File: src/rtl/peripheral_endpoint.sv
// Core-to-host peripheral endpoint: capture FIFO for words
// from the core plus a paced send path from the host.
module peripheral_endpoint #(
  parameter int CORE       = 0,
  parameter int DATA_WIDTH = 32,
  parameter int FIFO_DEPTH = 8,
  parameter int PTR_BITS   = 3
) (
  input  logic                  clock,
  input  logic                  reset,
  input  logic [1:0]            to_peripheral,
  input  logic [DATA_WIDTH-1:0] to_peripheral_data,
  input  logic                  to_peripheral_valid,
  output logic [1:0]            from_peripheral,
  output logic [DATA_WIDTH-1:0] from_peripheral_data,
  output logic                  from_peripheral_valid,
  output logic                  host_rd_valid,
  input  logic                  host_rd_ready,
  output logic [DATA_WIDTH+1:0] host_rd_data,
  input  logic                  host_wr_valid,
  input  logic [1:0]            host_wr_code,
  input  logic [DATA_WIDTH-1:0] host_wr_data,
  output logic                  host_wr_ready,
  output logic [PTR_BITS:0]     fifo_count,
  output logic [15:0]           overflow_count,
  input  logic                  report
);

  localparam int CW = PTR_BITS + 1;
  localparam int EW = DATA_WIDTH + 2;

  typedef enum logic [1:0] {
    IDLE = 2'd0,
    SEND = 2'd1,
    GAP  = 2'd2
  } state_e;

  state_e state_q, state_d;

  logic [1:0]            code_q, code_d;
  logic [DATA_WIDTH-1:0] data_q, data_d;
  logic [31:0]           sent_q, sent_d;

  logic [EW-1:0]       mem_q [FIFO_DEPTH];
  logic [PTR_BITS-1:0] rd_ptr_q, rd_ptr_d;
  logic [PTR_BITS-1:0] wr_ptr_q, wr_ptr_d;
  logic [CW-1:0]       count_q, count_d;
  logic [15:0]         ovf_q, ovf_d;

  logic full, push, pop, drop;

  always_comb begin
    full = (count_q == CW'(FIFO_DEPTH));
    pop  = (count_q != '0) && host_rd_ready;
    // a full FIFO still takes a word when the head leaves this cycle
    push = to_peripheral_valid && (!full || pop);
    drop = to_peripheral_valid && full && !pop;
    rd_ptr_d = pop  ? rd_ptr_q + PTR_BITS'(1) : rd_ptr_q;
    wr_ptr_d = push ? wr_ptr_q + PTR_BITS'(1) : wr_ptr_q;
    count_d  = count_q;
    if (push && !pop) count_d = count_q + CW'(1);
    if (pop && !push) count_d = count_q - CW'(1);
    ovf_d = ovf_q;
    if (drop && ovf_q != 16'hFFFF) ovf_d = ovf_q + 16'd1;
  end

  always_ff @(posedge clock or negedge reset) begin
    if (!reset) begin
      rd_ptr_q <= '0;
      wr_ptr_q <= '0;
      count_q  <= '0;
      ovf_q    <= '0;
      for (int i = 0; i < FIFO_DEPTH; i++) mem_q[i] <= '0;
    end else begin
      rd_ptr_q <= rd_ptr_d;
      wr_ptr_q <= wr_ptr_d;
      count_q  <= count_d;
      ovf_q    <= ovf_d;
      if (push) mem_q[wr_ptr_q] <= {to_peripheral, to_peripheral_data};
    end
  end

  assign host_rd_valid  = (count_q != '0);
  assign host_rd_data   = mem_q[rd_ptr_q];
  assign fifo_count     = count_q;
  assign overflow_count = ovf_q;

  always_ff @(posedge clock or negedge reset) begin
    if (!reset) begin
      state_q <= IDLE;
      code_q  <= '0;
      data_q  <= '0;
      sent_q  <= '0;
    end else begin
      state_q <= state_d;
      code_q  <= code_d;
      data_q  <= data_d;
      sent_q  <= sent_d;
    end
  end

  always_comb begin
    state_d = state_q;
    code_d  = code_q;
    data_d  = data_q;
    sent_d  = sent_q;
    unique case (state_q)
      IDLE: begin
        if (host_wr_valid) begin
          state_d = SEND;
          code_d  = host_wr_code;
          data_d  = host_wr_data;
        end
      end
      SEND: begin
        state_d = GAP;
        sent_d  = sent_q + 32'd1;
      end
      GAP:     state_d = IDLE;
      default: state_d = IDLE;
    endcase
  end

  always_comb begin
    from_peripheral_valid = (state_q == SEND);
    host_wr_ready         = (state_q == IDLE);
    from_peripheral       = code_q;
    from_peripheral_data  = data_q;
  end

`ifndef SYNTHESIS
  always_ff @(posedge clock) begin
    if (report)
      $display("peripheral_endpoint core=%0d fifo_count=%0d overflow_count=%0d sent=%0d",
               CORE, count_q, ovf_q, sent_q);
  end
`endif

endmodule

File: config.mk
export PLATFORM = sky130hd
export DESIGN_NAME = peripheral_endpoint
export DESIGN_NICKNAME = d
export VERILOG_FILES = /design/src/rtl/peripheral_endpoint.sv
export SDC_FILE = /design/constraint.sdc
export NUM_CORES = 1
export LEC_CHECK = 0
export ABC_AREA = 1
export CAP_MARGIN = 25
export CORE_UTILIZATION = 50
export DETAILED_ROUTE_END_ITERATION = 10
export GPL_ROUTABILITY_DRIVEN = 0
export PLACE_DENSITY_LB_ADDON = 0.12
export RECOVER_POWER = 100
export SYNTH_ARGS = -nofsm -noshare
export SYNTH_HDL_FRONTEND = slang
export SYNTH_SLANG_ARGS = --single-unit
File: constraint.sdc
create_clock -name clock -period 2 [get_ports clock]
set_input_delay 0.6 -clock clock [delete_from_list [all_inputs] [get_ports clock]]
set_output_delay 0.6 -clock clock [all_outputs]
set_load 0.01 [all_outputs]
-- Yosys cells after proc, flatten, opt, wreduce, memory -nomap -nowiden
Cells that the tools add are included.
- bitwise logic cells: 2
- muxes and demuxes: 10
- $lt $le $gt $ge: 3
- add/sub/neg operators: 5
- reductions and logical operators: 16
- equal/unequal tests: 4
- operators with widths (kind ; count):
    $bwmux 272 ; 1
    $bmux 34 s3 ; 1
    $demux 34 s3 ; 1
    $mux 34 ; 3
    $add 16x1->16 const B ; 1
    $ne 16x16->1 const B ; 1
    $ge 4x4->1 const B ; 2
    $logic_and 1x1->1 ; 8
    $mux 4 ; 2
    $not 3->4 ; 2
    $add 3x1->3 const B ; 2
    $add 4x1->4 const B ; 1
    $eq 4x4->1 const B ; 1
    $lt 4x1->1 const B ; 1
    $pmux 2 s2 ; 1
    $reduce_bool 4->1 ; 1
    $sub 4x1->4 const B ; 1
    $logic_not 1->1 ; 3
    $eq 2x1->1 const B ; 1
    $logic_not 2->1 ; 1
    $mux 2 ; 1
    $ne 2x2->1 const B ; 1
    $reduce_and 2->1 ; 1
    $reduce_bool 2->1 ; 1
    $logic_or 1x1->1 ; 1
- input bits: 74
- word-level logic and storage cells: 55
- bits in registers: 334
- output and inout bits: 91

-- Logic depth before layout (Yosys ltp)
- depth in word-level cells: 7
- depth in mapped cells: 13
- gate-level depth less buffers: 13

-- Worst setup path after synthesis
No wires, ideal clock.
- path kind: input port to flip-flop
- start: in host_rd_ready
- end: reg count_q[2] (netlist: fifo_count[2])
- slack: 0.086 ns
- library setup time: 0.129 ns
- stages: 11
- required time: 1.871 ns
- path buffers: 0
- arrival time: 1.785 ns
- cells stage by stage: nor2_1 nand3_1 nand2_2 ha_1 nand2_1 inv_1 nor2_1 ha_1 a21oi_1 xor2_1 o21ai_0
- word-level cells in the longest chain between the ends: 6
- elaborated cells between the ends (all ways): 9
- classes of those cells: mux: 1; reduce/logical: 8
- RTL lines (what ; line ; source):
    start: declaration ; 18 ; input logic host_rd_ready,
    $logic_and 1x1->1 (*) ; 54 ; pop = (count_q != '0) && host_rd_ready;
    $logic_or 1x1->1 ; 56 ; push = to_peripheral_valid && (!full || pop);
    $logic_and 1x1->1 ; 56 ;
    $logic_not 1->1 ; 62 ; if (pop && !push) count_d = count_q - CW'(1);
    $logic_and 1x1->1 ; 62 ;
    $mux 4 / $reduce_bool 2->1 (equally long branches) ; - ;
    end signal: assignment ; 77 ; count_q <= count_d;
    end: declaration ; 47 ; logic [CW-1:0] count_q, count_d;
Mark *: on every way between the ends. The rest lies on a longest branch, timed or not.
A chain may end at the register's enable or synchronous reset.

-- Worst setup path after layout
- start: reg rd_ptr_q[0]
- end: out host_rd_data[27]
- word-level cells in the longest chain between the ends: 4
- RTL lines (what ; line ; source):
    start: declaration ; 45 ; logic [PTR_BITS-1:0] rd_ptr_q, rd_ptr_d;
    start signal: assignment ; 75 ; rd_ptr_q <= rd_ptr_d;
    $not 3->4 (not written as such) ; 84 ; assign host_rd_data = mem_q[rd_ptr_q];
    $bmux 34 s3 ; 84 ;
    $mux 34 (not written as such) (2 in series) ; 84 ;
    end: declaration ; 19 ; output logic [DATA_WIDTH+1:0] host_rd_data,
Every way passes these cells. The select of a mux whose other input is x is not followed.

==> results.md <==
- The number of placed cells counting well taps is 2383.
- In this run, CTS created clock tree buffers numbering 38.
- The pin count of the biggest net entering global routing is 55.
- The cell sitting at the root of the clock tree is a sky130_fd_sc_hd__clkbuf_16.
- The via count of the first global-routing pass is 12700.
- The area of all placed cells without fillers is 19600 um^2.
- The die covers 31000 um^2.
- The total of max-cap violations is 0.
- The total wire length is 40100 um.
- The share of the core filled with cells in the final layout is 65.8%.
- Derived from the worst setup path, the maximum achievable clock frequency is 375 MHz.
- Setup repair after global routing could not meet its margin everywhere.
- The hold violation total from the final report was 0.
- Among all flip-flop cells after synthesis, the most frequent one is sky130_fd_sc_hd__dfrtp_1.
- The number of warning messages in the yosys log is 0.
- The longest clock path from root to sink contains 3 buffers.
- The slowest cell on the critical path is sky130_fd_sc_hd__dfrtp_4.
- Counting every net in the synthesized netlist gives 1930.
- The worst slew slack as a fraction of its limit is 10.9%.
- The arrival time of the worst setup path is 2.07 ns.
- The initial antenna violation count is 1.
- The sum of internal, switching and leakage power is 32.6 mW.
- The final reports fail on negative setup slack.
- The clock sink count is 334.
- From synthesis to final layout, the design area changed by 29.4%.
- Final hold analysis gives a worst-case slack of 0.378 ns.
- Walking the worst path, the cells encountered are buf_12 -> buf_12 -> buf_16 -> nor2_1 -> nor2_1 -> o21ai_0 -> o21ai_1 -> nand2_1 -> nand2_1 -> buf_2.
- The routed via count is 13100.
- The number of iterations in the first detailed-routing pass is 6.
- Using the TritonRoute via totals, the vias-per-cell ratio works out to 5.29.
- The clock skew is 0.0181 ns.
- The initial core utilization is 50.9%.
- In the layout the commonest cells are 557 x sky130_fd_sc_hd__nand2_1, 327 x sky130_fd_sc_hd__o21ai_0, 325 x sky130_fd_sc_hd__dfrtp_1.
- The number of synthesized flops with an enable pin is 0.
- At the later pin of the worst-skew pair, clock insertion delay measures 0.52 ns.
- The commonest non-fill, non-tap cell in the layout is sky130_fd_sc_hd__nand2_1.
- The number of H-tree levels is 2.
- The number of DRC markers after the initial detailed-route iteration is 1196.
- Across every metal layer, demand over resource in global routing totals 26.4%.
- STA puts the critical path data required time at 1.40 ns.
- For this design the top-level I/O count stands at 165.
- The placeable core region is 29700 um^2.
- The final cell count without fillers is 2484.
- The post-synthesis register bit count is 334.
- The run finished, with violations left.
- The worst-margin pin slew is 1.34 ns.
- The detailed placer's ending HPWL is 23700 um.
- The share of async-settable or async-resettable flops after synthesis is 100%.
- The number of remaining DRC errors is 0.
- The final layout contains 2144 nets.
- After layout, the worst path uses 133% of the clock period.
- Counting every instance in the synthesized netlist gives 1850.
- During placement, the flow inserted port buffers numbering 163.
- The synthesized area per cell is 8.18 um^2.
- Across all setup checks in the final design, the least slack found is -0.670 ns.
- The highest net fanout along the worst path is 8.
- The count of nets left with antenna violations once routing finished came out at 0.
- After detailed placement, the total cell area comes to 17800 um^2.
- Counting both buffers and inverters, the worst setup path holds a total of 4.
- The worst setup path is captured at a primary output.
- The number of hold buffers added after cts is 0.
- In this design, the largest share of critical-path delay is due to buffers and inverters.
- The synthesized cell area is 15100 um^2.
- The total congestion overflow is 0.
- The maximum resistive drop on vdd is 0.851 mV.
- Dividing the detail-routed wire length by the instance count gives 16.2 um.
- The first global-routing pass estimated 65600 um of wire.
- The number of antenna diodes in the final layout is 0.
- The critical path startpoint category is a register.
- After clock tree synthesis, the clock-pin slew on the worst setup and hold paths is 0.06 ns.
- The static leakage is 9.54 nW.
- Yosys attributes the largest share of cell area to sky130_fd_sc_hd__dfrtp_1 55%, sky130_fd_sc_hd__o21ai_0 15%, sky130_fd_sc_hd__nand2_1 14%.
- In this run the worst hold path is classified as in -> async.
- The share of layout cells above drive strength 1 is 15.2%.
- The initialized floorplan defines 63 standard-cell rows.
- The largest single stage delay on the critical path is 0.54 ns.
- The number of distinct library cell variants in the gate-level netlist after synthesis is 25.
- Summed over its instances, the top area cell type makes up 55.3% of the synthesized netlist area.
- The clock tree from TritonCTS is done.
- The count of final setup violators is 34.
- The total count of max-transition violations in the final report is 0.
- The worst setup path is of the reg -> out kind.
- The die extent in x is 176 um.
- The height of the die is 176 um.
- The synthesized design spends more area on one cell type than any other, namely sky130_fd_sc_hd__dfrtp_1.
- The power density over the cells is 1670 nW/um^2.
- The share of synthesized area occupied by flip-flops and latches is 55.3%.
- After layout, the minimum clock period comes to 2.67 ns.
## worst paths after layout
check / startpoint / to / slack, ns / cells past startpoint
setup / recovery: rd_ptr_q[0] / host_rd_data[27] / -0.67 / 10
hold / removal: reset / mem_q[213] / 0.38 / 1
setup reg to reg: fifo_count[2] / fifo_count[2] / 0.08 / 12
hold reg to reg: state_q[1] / state_q[1] / 0.45 / 1
max in group asynchronous: reset / from_peripheral_data[12] / 0.24 / 2
min in group clock: state_q[1] / state_q[1] / 0.45 / 1
## routing by layer
layer	vias up	wire length, um	global-route usage, %	share of wire [%]
li1	6424	-	-	-
met1	6266	17900	36.5	45
met2	392	19300	43.2	48
met3	58	2260	4.24	5.6
met4	0	650	7.10	1.6
met5	-	0	0	0
## cells in the mapped netlist, types with 2 or more instances
cell                       number
sky130_fd_sc_hd__buf_1          6
sky130_fd_sc_hd__buf_2         25
sky130_fd_sc_hd__buf_4          3
sky130_fd_sc_hd__buf_6         21
sky130_fd_sc_hd__clkbuf_1      59
sky130_fd_sc_hd__clkinv_1       2
sky130_fd_sc_hd__dfrtp_1      334
sky130_fd_sc_hd__ha_1           6
sky130_fd_sc_hd__inv_1         58
sky130_fd_sc_hd__inv_2          2
sky130_fd_sc_hd__nand2_1      567
sky130_fd_sc_hd__nand2_2        2
sky130_fd_sc_hd__nand2_4        7
sky130_fd_sc_hd__nand3_1       14
sky130_fd_sc_hd__nand4_1       11
sky130_fd_sc_hd__nor2_1       234
sky130_fd_sc_hd__o21ai_0      444
sky130_fd_sc_hd__o21ai_1       32
sky130_fd_sc_hd__o21ai_2        6
sky130_fd_sc_hd__xnor2_1        8
sky130_fd_sc_hd__xor2_1         5
## sequential cells by signal (all words and copies together) (netlist names)
register and flops:
from_peripheral_data 32, state_q 2, wr_ptr_q 3, mem_q 272
rd_ptr_q 3, fifo_count 4, overflow_count 16, from_peripheral 2
## where the power goes
part	switching, mW	internal (mW)
clock	2.75	4.24
sequential	1.67	9.52
combinational	8.02	6.40
total	12.4	20.2
## per-stage QoR
step / TNS (ns) / worst slack (ns)
floorplan: 0 / 0.0855
global placement: -71.85 / -0.499
detailed placement: -81.90 / -0.501
CTS: -20.62 / -0.678
global route: -26.42 / -0.765
finish: -20.10 / -0.670
## repair_timing
action                     4_1_cts  5_1_grt
gates cloned                     8        2
resized for setup              389       66
setup endpoints to repair       88       39
pin swaps                       42       30
hold endpoints to repair         0        0
buffers inserted                24        0
## final cells by class
cell class | instances | area [um^2]
sequential | 334 | 8370
fill | 2489 | 10200
tap | 390 | 488
inverter | 62 | 245
timing repair buffer | 290 | 3000
multi-input combinational | 1338 | 6180
clock inverter | 12 | 121
clock buffer | 58 | 1150
## kinds of logic after synthesis
kind of cell / count (synthesis) / share of synthesized area, %
compound gates: 483 / 16.1
xor+xnor: 13 / 0.753
fa+ha+maj: 6 / 0.496
buf+inv: 178 / 5.92
flops: 334 / 55.3
simple gates: 836 / 21.4
No activity file was read; power rests on OpenSTA's default activity.
